==> src/rtl/snitch_regfile_pkg.sv <==
// -----------------------------------------------------------------------------
// snitch_regfile_pkg
//   Shared definitions for the Snitch register file with scoreboard.
//   - num_words():    number of registers for a given address width.
//   - winning_port(): priority encoder over the write ports for one register
//                     address. The highest-index enabled port that hits wins.
//   The encoder works on fixed maximum widths (MaxWritePorts, MaxAddrWidth).
//   Callers zero-extend their write-port vectors to these widths.
// -----------------------------------------------------------------------------
package snitch_regfile_pkg;

   localparam int unsigned MaxWritePorts = 8;
   localparam int unsigned MaxAddrWidth  = 8;
   localparam int unsigned PortIdxWidth  = $clog2(MaxWritePorts);

   typedef struct packed {
      logic                    hit;
      logic [PortIdxWidth-1:0] idx;
   } wport_sel_t;

   function automatic int unsigned num_words(input int unsigned addr_width);
      return 32'd1 << addr_width;
   endfunction

   // Later iterations override earlier ones, so the highest-index port wins.
   function automatic wport_sel_t winning_port(
      input logic [MaxWritePorts-1:0]                   we,
      input logic [MaxWritePorts-1:0][MaxAddrWidth-1:0] waddr,
      input logic [MaxAddrWidth-1:0]                    addr
   );
      wport_sel_t sel;
      sel = '0;
      for (int unsigned p = 0; p < MaxWritePorts; p++) begin
         if (we[p] && (waddr[p] == addr)) begin
            sel.hit = 1'b1;
            sel.idx = PortIdxWidth'(p);
         end
      end
      return sel;
   endfunction

endpackage

==> src/rtl/snitch_regfile_scoreboard.sv <==
// -----------------------------------------------------------------------------
// snitch_regfile_scoreboard
//   Per-register busy tracking for long-latency writebacks.
//   Ports:
//     clk_i, rst_ni  clock, asynchronous active-low reset
//     claim_i        issue wants to mark claim_addr_i busy
//     claim_addr_i   register being claimed
//     clr_i          per-register busy-retire requests from the write ports
//     claim_gnt_o    claim accepted this cycle
//     busy_q_o       registered busy vector
//     busy_d_o       next-state busy vector (used for bypassed rbusy)
//
//   The grant looks only at the registered busy bit. A clear landing in the
//   same cycle does not make a refused claim succeed: issue retries instead.
//   On the same register, set beats clear, because a new producer was issued.
// -----------------------------------------------------------------------------
module snitch_regfile_scoreboard
   import snitch_regfile_pkg::*;
#(
   parameter int unsigned AddrWidth   = 5,
   parameter bit          ZeroRegZero = 1'b1
) (
   input  logic                      clk_i,
   input  logic                      rst_ni,
   input  logic                      claim_i,
   input  logic [AddrWidth-1:0]      claim_addr_i,
   input  logic [(2**AddrWidth)-1:0] clr_i,
   output logic                      claim_gnt_o,
   output logic [(2**AddrWidth)-1:0] busy_q_o,
   output logic [(2**AddrWidth)-1:0] busy_d_o
);

   localparam int unsigned NumWords = num_words(AddrWidth);

   logic [NumWords-1:0] busy_q, busy_d;
   logic [NumWords-1:0] set, clr;
   logic                zero_claim;

   // Register 0 is always claimable and never becomes busy.
   assign zero_claim  = ZeroRegZero && (claim_addr_i == '0);
   assign claim_gnt_o = claim_i && (zero_claim || !busy_q[claim_addr_i]);

   always_comb begin
      set = '0;
      if (claim_gnt_o && !zero_claim) begin
         set[claim_addr_i] = 1'b1;
      end
      clr = clr_i;
      if (ZeroRegZero) begin
         clr[0] = 1'b0;
      end
      busy_d = set | (busy_q & ~clr);
   end

   always_ff @(posedge clk_i or negedge rst_ni) begin
      if (!rst_ni) begin
         busy_q <= '0;
      end else begin
         busy_q <= busy_d;
      end
   end

   assign busy_q_o = busy_q;
   assign busy_d_o = busy_d;

endmodule

==> src/rtl/snitch_regfile_sb.sv <==
// -----------------------------------------------------------------------------
// snitch_regfile_sb
//   Flip-flop register file with N prioritised write ports, optional
//   write-to-read bypass and an integrated busy scoreboard.
//   Ports:
//     clk_i, rst_ni  clock, asynchronous active-low reset
//     raddr_i        NrReadPorts packed read addresses
//     rdata_o        NrReadPorts packed read data (combinational)
//     rbusy_o        busy flag of each read address
//     waddr_i        NrWritePorts packed write addresses
//     wdata_i        NrWritePorts packed write data
//     we_i           write enables
//     wclr_i         write also retires the busy bit of its address
//     claim_i        issue requests to mark claim_addr_i busy
//     claim_addr_i   register to claim
//     claim_gnt_o    claim accepted this cycle
//     busy_o         registered busy vector
//   Limits: NrWritePorts <= 8 and AddrWidth <= 8. These are the widths of the
//   priority encoder in snitch_regfile_pkg.
// -----------------------------------------------------------------------------
module snitch_regfile_sb
   import snitch_regfile_pkg::*;
#(
   parameter int unsigned DataWidth    = 32,
   parameter int unsigned AddrWidth    = 5,
   parameter int unsigned NrReadPorts  = 3,
   parameter int unsigned NrWritePorts = 2,
   parameter bit          ZeroRegZero  = 1'b1,
   parameter bit          Bypass       = 1'b1
) (
   input  logic                              clk_i,
   input  logic                              rst_ni,
   input  logic [NrReadPorts*AddrWidth-1:0]  raddr_i,
   output logic [NrReadPorts*DataWidth-1:0]  rdata_o,
   output logic [NrReadPorts-1:0]            rbusy_o,
   input  logic [NrWritePorts*AddrWidth-1:0] waddr_i,
   input  logic [NrWritePorts*DataWidth-1:0] wdata_i,
   input  logic [NrWritePorts-1:0]           we_i,
   input  logic [NrWritePorts-1:0]           wclr_i,
   input  logic                              claim_i,
   input  logic [AddrWidth-1:0]              claim_addr_i,
   output logic                              claim_gnt_o,
   output logic [(2**AddrWidth)-1:0]         busy_o
);

   localparam int unsigned NumWords = num_words(AddrWidth);

   logic [MaxWritePorts-1:0]                   we_ext;
   logic [MaxWritePorts-1:0][MaxAddrWidth-1:0] waddr_ext;
   logic [MaxWritePorts-1:0][DataWidth-1:0]    wdata_ext;
   logic [NumWords-1:0]                        clr;
   logic [NumWords-1:0]                        busy_q, busy_d;
   logic [NumWords-1:0][DataWidth-1:0]         rf_q;

   // Unpack the write ports into the encoder's fixed-width form.
   // Also collect the per-register busy clears.
   always_comb begin
      we_ext    = '0;
      waddr_ext = '0;
      wdata_ext = '0;
      clr       = '0;
      for (int unsigned p = 0; p < NrWritePorts; p++) begin
         we_ext[p]    = we_i[p];
         waddr_ext[p] = MaxAddrWidth'(waddr_i[p*AddrWidth +: AddrWidth]);
         wdata_ext[p] = wdata_i[p*DataWidth +: DataWidth];
         if (we_i[p] && wclr_i[p]) begin
            clr[waddr_i[p*AddrWidth +: AddrWidth]] = 1'b1;
         end
      end
   end

   snitch_regfile_scoreboard #(
      .AddrWidth   (AddrWidth),
      .ZeroRegZero (ZeroRegZero)
   ) i_scoreboard (
      .clk_i        (clk_i),
      .rst_ni       (rst_ni),
      .claim_i      (claim_i),
      .claim_addr_i (claim_addr_i),
      .clr_i        (clr),
      .claim_gnt_o  (claim_gnt_o),
      .busy_q_o     (busy_q),
      .busy_d_o     (busy_d)
   );

   assign busy_o = busy_q;

   // Data array: one enable-gated word per register. Each word is loaded from
   // the winning write port. Register 0 is never enabled when ZeroRegZero is set.
   for (genvar r = 0; r < NumWords; r++) begin : g_word
      wport_sel_t           sel;
      logic                 en;
      logic [DataWidth-1:0] word_d, word_q;

      always_comb begin
         sel    = winning_port(we_ext, waddr_ext, MaxAddrWidth'(r));
         en     = sel.hit && !(ZeroRegZero && (r == 0));
         word_d = wdata_ext[sel.idx];
      end

      always_ff @(posedge clk_i or negedge rst_ni) begin
         if (!rst_ni) begin
            word_q <= '0;
         end else if (en) begin
            word_q <= word_d;
         end
      end

      assign rf_q[r] = word_q;
   end

   // Read ports. With Bypass set, a same-cycle write that hits the read
   // address forwards the winning port's data. The busy flag is taken from
   // the next-state vector.
   for (genvar q = 0; q < NrReadPorts; q++) begin : g_read
      logic [AddrWidth-1:0] addr;
      wport_sel_t           sel;
      logic [DataWidth-1:0] rd;

      assign addr = raddr_i[q*AddrWidth +: AddrWidth];

      always_comb begin
         sel = winning_port(we_ext, waddr_ext, MaxAddrWidth'(addr));
         rd  = rf_q[addr];
         if (Bypass && sel.hit) begin
            rd = wdata_ext[sel.idx];
         end
         if (ZeroRegZero && (addr == '0)) begin
            rd = '0;
         end
      end

      assign rdata_o[q*DataWidth +: DataWidth] = rd;
      assign rbusy_o[q] = Bypass ? busy_d[addr] : busy_q[addr];
   end

endmodule
==> config.mk <==
export PLATFORM = sky130hd
export DESIGN_NAME = snitch_regfile_sb
export DESIGN_NICKNAME = d
export VERILOG_FILES = /design/src/rtl/snitch_regfile_pkg.sv /design/src/rtl/snitch_regfile_scoreboard.sv /design/src/rtl/snitch_regfile_sb.sv
export SDC_FILE = /design/constraint.sdc
export NUM_CORES = 2
export LEC_CHECK = 0
export BUFFER_PORTS_ARGS = -buffer_cell sky130_fd_sc_hd__buf_4
export CAP_MARGIN = 20
export CORE_UTILIZATION = 40
export DETAILED_ROUTE_END_ITERATION = 7
export PLACE_DENSITY = 0.59
export SKIP_CTS_REPAIR_TIMING = 1
export SYNTH_ARGS = -nofsm -noshare
export SYNTH_HDL_FRONTEND = slang
export SYNTH_SLANG_ARGS = --single-unit
==> constraint.sdc <==
create_clock -name clk_i -period 3.8 [get_ports clk_i]
set_clock_uncertainty 0.1 [all_clocks]
set_input_delay 0.38 -clock clk_i [delete_from_list [all_inputs] [get_ports clk_i]]
set_output_delay 0.38 -clock clk_i [all_outputs]
set_load 0.005 [all_outputs]
==> run metrics <==
status complete, but fails checks; failing checks hold timing, setup timing; core area 186000 um2; crit path launch type flip-flop; Slew HR 0.136; Starting Density 0.404; RR Endpoint i_scoreboard.busy_q_o[2]; TritonCTS clock tree yes; post-layout instance area 86200 um2; hold path depth 3; first-pass GRT wire length 460 mm; via count 63.6k; critical path arrival 3720 ps; Num CTS Buffers 117; largest cells by area after synthesis dfrtp_1, mux4_2, mux2i_1, o21ai_0, nand2_1; GRT Overall Usage 0.335; Final Hold Fails 116; nets 6998; routed wire length 323 mm; Slew @ Worst Pin 1300 ps; antenna viol nets, final 0; asr flop ratio synth 1.00; Hold Crit Start wdata_i[40]; FF/Latch Area 25600 um2; vias in the first global route 61.0k; synthesized area per cell 10.7 um2; Die Footprint 190000 um2; clk buf depth 3; gr ovfl total 0; vias per cell 6.71; PD cells 499 nW/um2; Critical Path Sink Type output port; clock-pin slew on the worst setup and hold paths 60 ps; clk sinks 1024; area of the multi-input gates 46800 um2; placed cell count 9228; setup ws final -398 ps; hold path endpoint g_word[20].word_q[8]; Layout area overhead 14.6%; cell with the most instances after synthesis mux2i_1; Final Cycle Share 1.10; Non-Filler Instances 9474; Hold WS -30.5 ps; Critical path buffers and inverters 2; Avg WL per Cell 34.1 um; fmax 0.238 GHz; Req. time, crit path 3320 ps; Post-synth top flop dfrtp_1; Remaining DRCs 0; Root Buffer Master clkbuf_16; IO Port Bufs 232; Finish-stage setup viols 3; reg-to-reg setup timing slack 1330 ps; initial antenna violation count 6; die width 435 um; Synth area leader dfrtp_1; Ports 233; Setup WS pre-CTS -240 ps; synth unique cells 78; peak supply drop 0.403 mV; Die Ht 435 um; max_cap viols 0; share of layout cells above drive strength 1 0.266; sequential share of the synthesized area 0.341; drt first pass iters 6; slowest stage cell, crit path mux4_2; HPWL after DPL 194 mm; dpl cell area 81600 um2; number of fill cells 16.9k; area share of the largest cell type after synthesis 0.341; Synth Warn # 0; fin. max-slew vios 0; Worst R2R Start i_scoreboard.busy_q_o[6]; R2R depth 8; CP max stage delay 490 ps; Synth Net Count 7121; worst path cell trace mux2_4 -> a221oi_4 -> o22ai_4 -> buf_6 -> nor4_4 -> a21oi_2 -> mux4_2 -> o2111ai_2 -> o311a_1 -> buf_4; Synth top cells by count mux2i_1, dfrtp_1, mux4_2; delay-heaviest family, CP compound AO/OA/AOI/OAI gates; crit path time final 4200 ps; number of synthesized flops with an enable pin 0; gpl congestion 0.951; largest net degree at the start of global routing 177; unrepaired setup endpoints after global routing yes; # H-tree levels 3; Worst Hold Class input pin to flip-flop; #FFs+latches synth 1024; post-synthesis cell count 7020; Std-Cell Rows 158; Crit Path Category flip-flop to output port; mapped cell area 75200 um2; first-iteration detailed-routing DRC count 8223; Clock Latency Late Sink 770 ps; CP Max Fanout 6; leakage 37.0 nW
sequential cells by signal (all words and copies together) (netlist names):
name and count:
i_scoreboard.busy_q_o 32, g_word.word_q 992
cells by family (layout without fill, tap and decap cells):
group | after synthesis | after routing | synth area share
buf+inv | 913 | 882 | 0.0468
other cells | 0 | 4 | 0
simple gates | 1581 | 1581 | 0.0848
compound gates | 1429 | 1430 | 0.107
mux | 2043 | 2043 | 0.417
flops | 1024 | 1024 | 0.341
xor+xnor | 30 | 30 | 0.00350
area by class of cell:
cell class / instances / area share
Sequential cell: 1024 / 0.297
Tap cell: 2480 / 0.0360
Timing Repair Buffer: 651 / 0.0752
Multi-Input combinational cell: 5084 / 0.543
Inverter: 19 / 0.000900
Antenna cell: 4 / 0.000116
Clock inverter: 39 / 0.00658
Clock buffer: 173 / 0.0405
worst register-to-register path: stages, from the launching register on:
cell      delay [ps]
dfrtp_1          430
mux2_4           310
a221oi_4         350
buf_4            180
o22a_2           170
nand4_1          270
buf_4            260
buf_4            140
o21ai_0          180
metal layers:
metal,vias to the layer above,GRT usage,share of wire,wire length [um]
met2,4532,0.504,0.44,143000
met3,1087,0.0864,0.12,38900
li1,25982,-,-,-
met4,6,0.204,0.071,23100
met5,-,0,0.00012,40
met1,31958,0.432,0.37,118000
worst max-delay path by stage:
stage | startpoint | end | slack (ps) | depth (start not counted)
after global routing | i_scoreboard.busy_q_o[6] | rbusy_o[0] | -510 | 10
after detailed placement | raddr_i[10] | rdata_o[67] | -240 | 12
after CTS | i_scoreboard.busy_q_o[7] | rbusy_o[0] | -590 | 10
after global placement | raddr_i[10] | rdata_o[67] | -290 | 12
after floorplan | raddr_i[0] | rdata_o[12] | 640 | 9
final | i_scoreboard.busy_q_o[6] | rbusy_o[0] | -400 | 10
placed cells by master, fill, tap and decap left out, types with 14 or more instances in the layout:
| master | Yosys | routed |
|---|---|---|
| a211oi_1 | 101 | 98 |
| a21oi_1 | 457 | 455 |
| a22o_1 | 31 | 31 |
| buf_12 | 0 | 120 |
| buf_4 | 1 | 510 |
| bufinv_16 | 0 | 14 |
| clkbuf_1 | 666 | 25 |
| clkbuf_16 | 0 | 121 |
| clkbuf_8 | 0 | 27 |
| clkinv_2 | 0 | 19 |
| dfrtp_1 | 1024 | 1018 |
| inv_1 | 16 | 14 |
| mux2_2 | 37 | 37 |
| mux2i_1 | 1135 | 1135 |
| mux4_2 | 867 | 867 |
| nand2_1 | 721 | 701 |
| nand2_4 | 0 | 20 |
| nand3_1 | 78 | 61 |
| nand3_4 | 0 | 17 |
| nor2_1 | 669 | 642 |
| nor2_4 | 0 | 26 |
| o211ai_1 | 18 | 18 |
| o21ai_0 | 714 | 712 |
| o2bb2ai_1 | 33 | 33 |
| xor2_1 | 24 | 24 |
where the power goes:
group | switching (mW) | internal, mW | leakage [nW] | total, mW
Sequential | 2.94 | 13.8 | 12.5 | 16.7
Combinational | 6.06 | 7.89 | 22.5 | 14.0
Clock | 5.04 | 7.25 | 2.00 | 12.3
Total | 14.0 | 28.9 | 37.0 | 43.0
stage by stage:
| stage | util | power, mW | hold slack (ps) | setup TNS, ps |
|---|---|---|---|---|
| CTS | 0.461 | 42.7 | -584 | -1730 |
| global placement | 0.439 | 30.0 | 231 | -296 |
| finish | 0.463 | 43.0 | -30.5 | -1090 |
| floorplan | - | 25.5 | -15.6 | 0 |
| detailed placement | 0.439 | 30.5 | 232 | -240 |
| global route | 0.463 | 44.7 | 0.0211 | -1440 |
No activity file was read; power rests on OpenSTA's default activity.
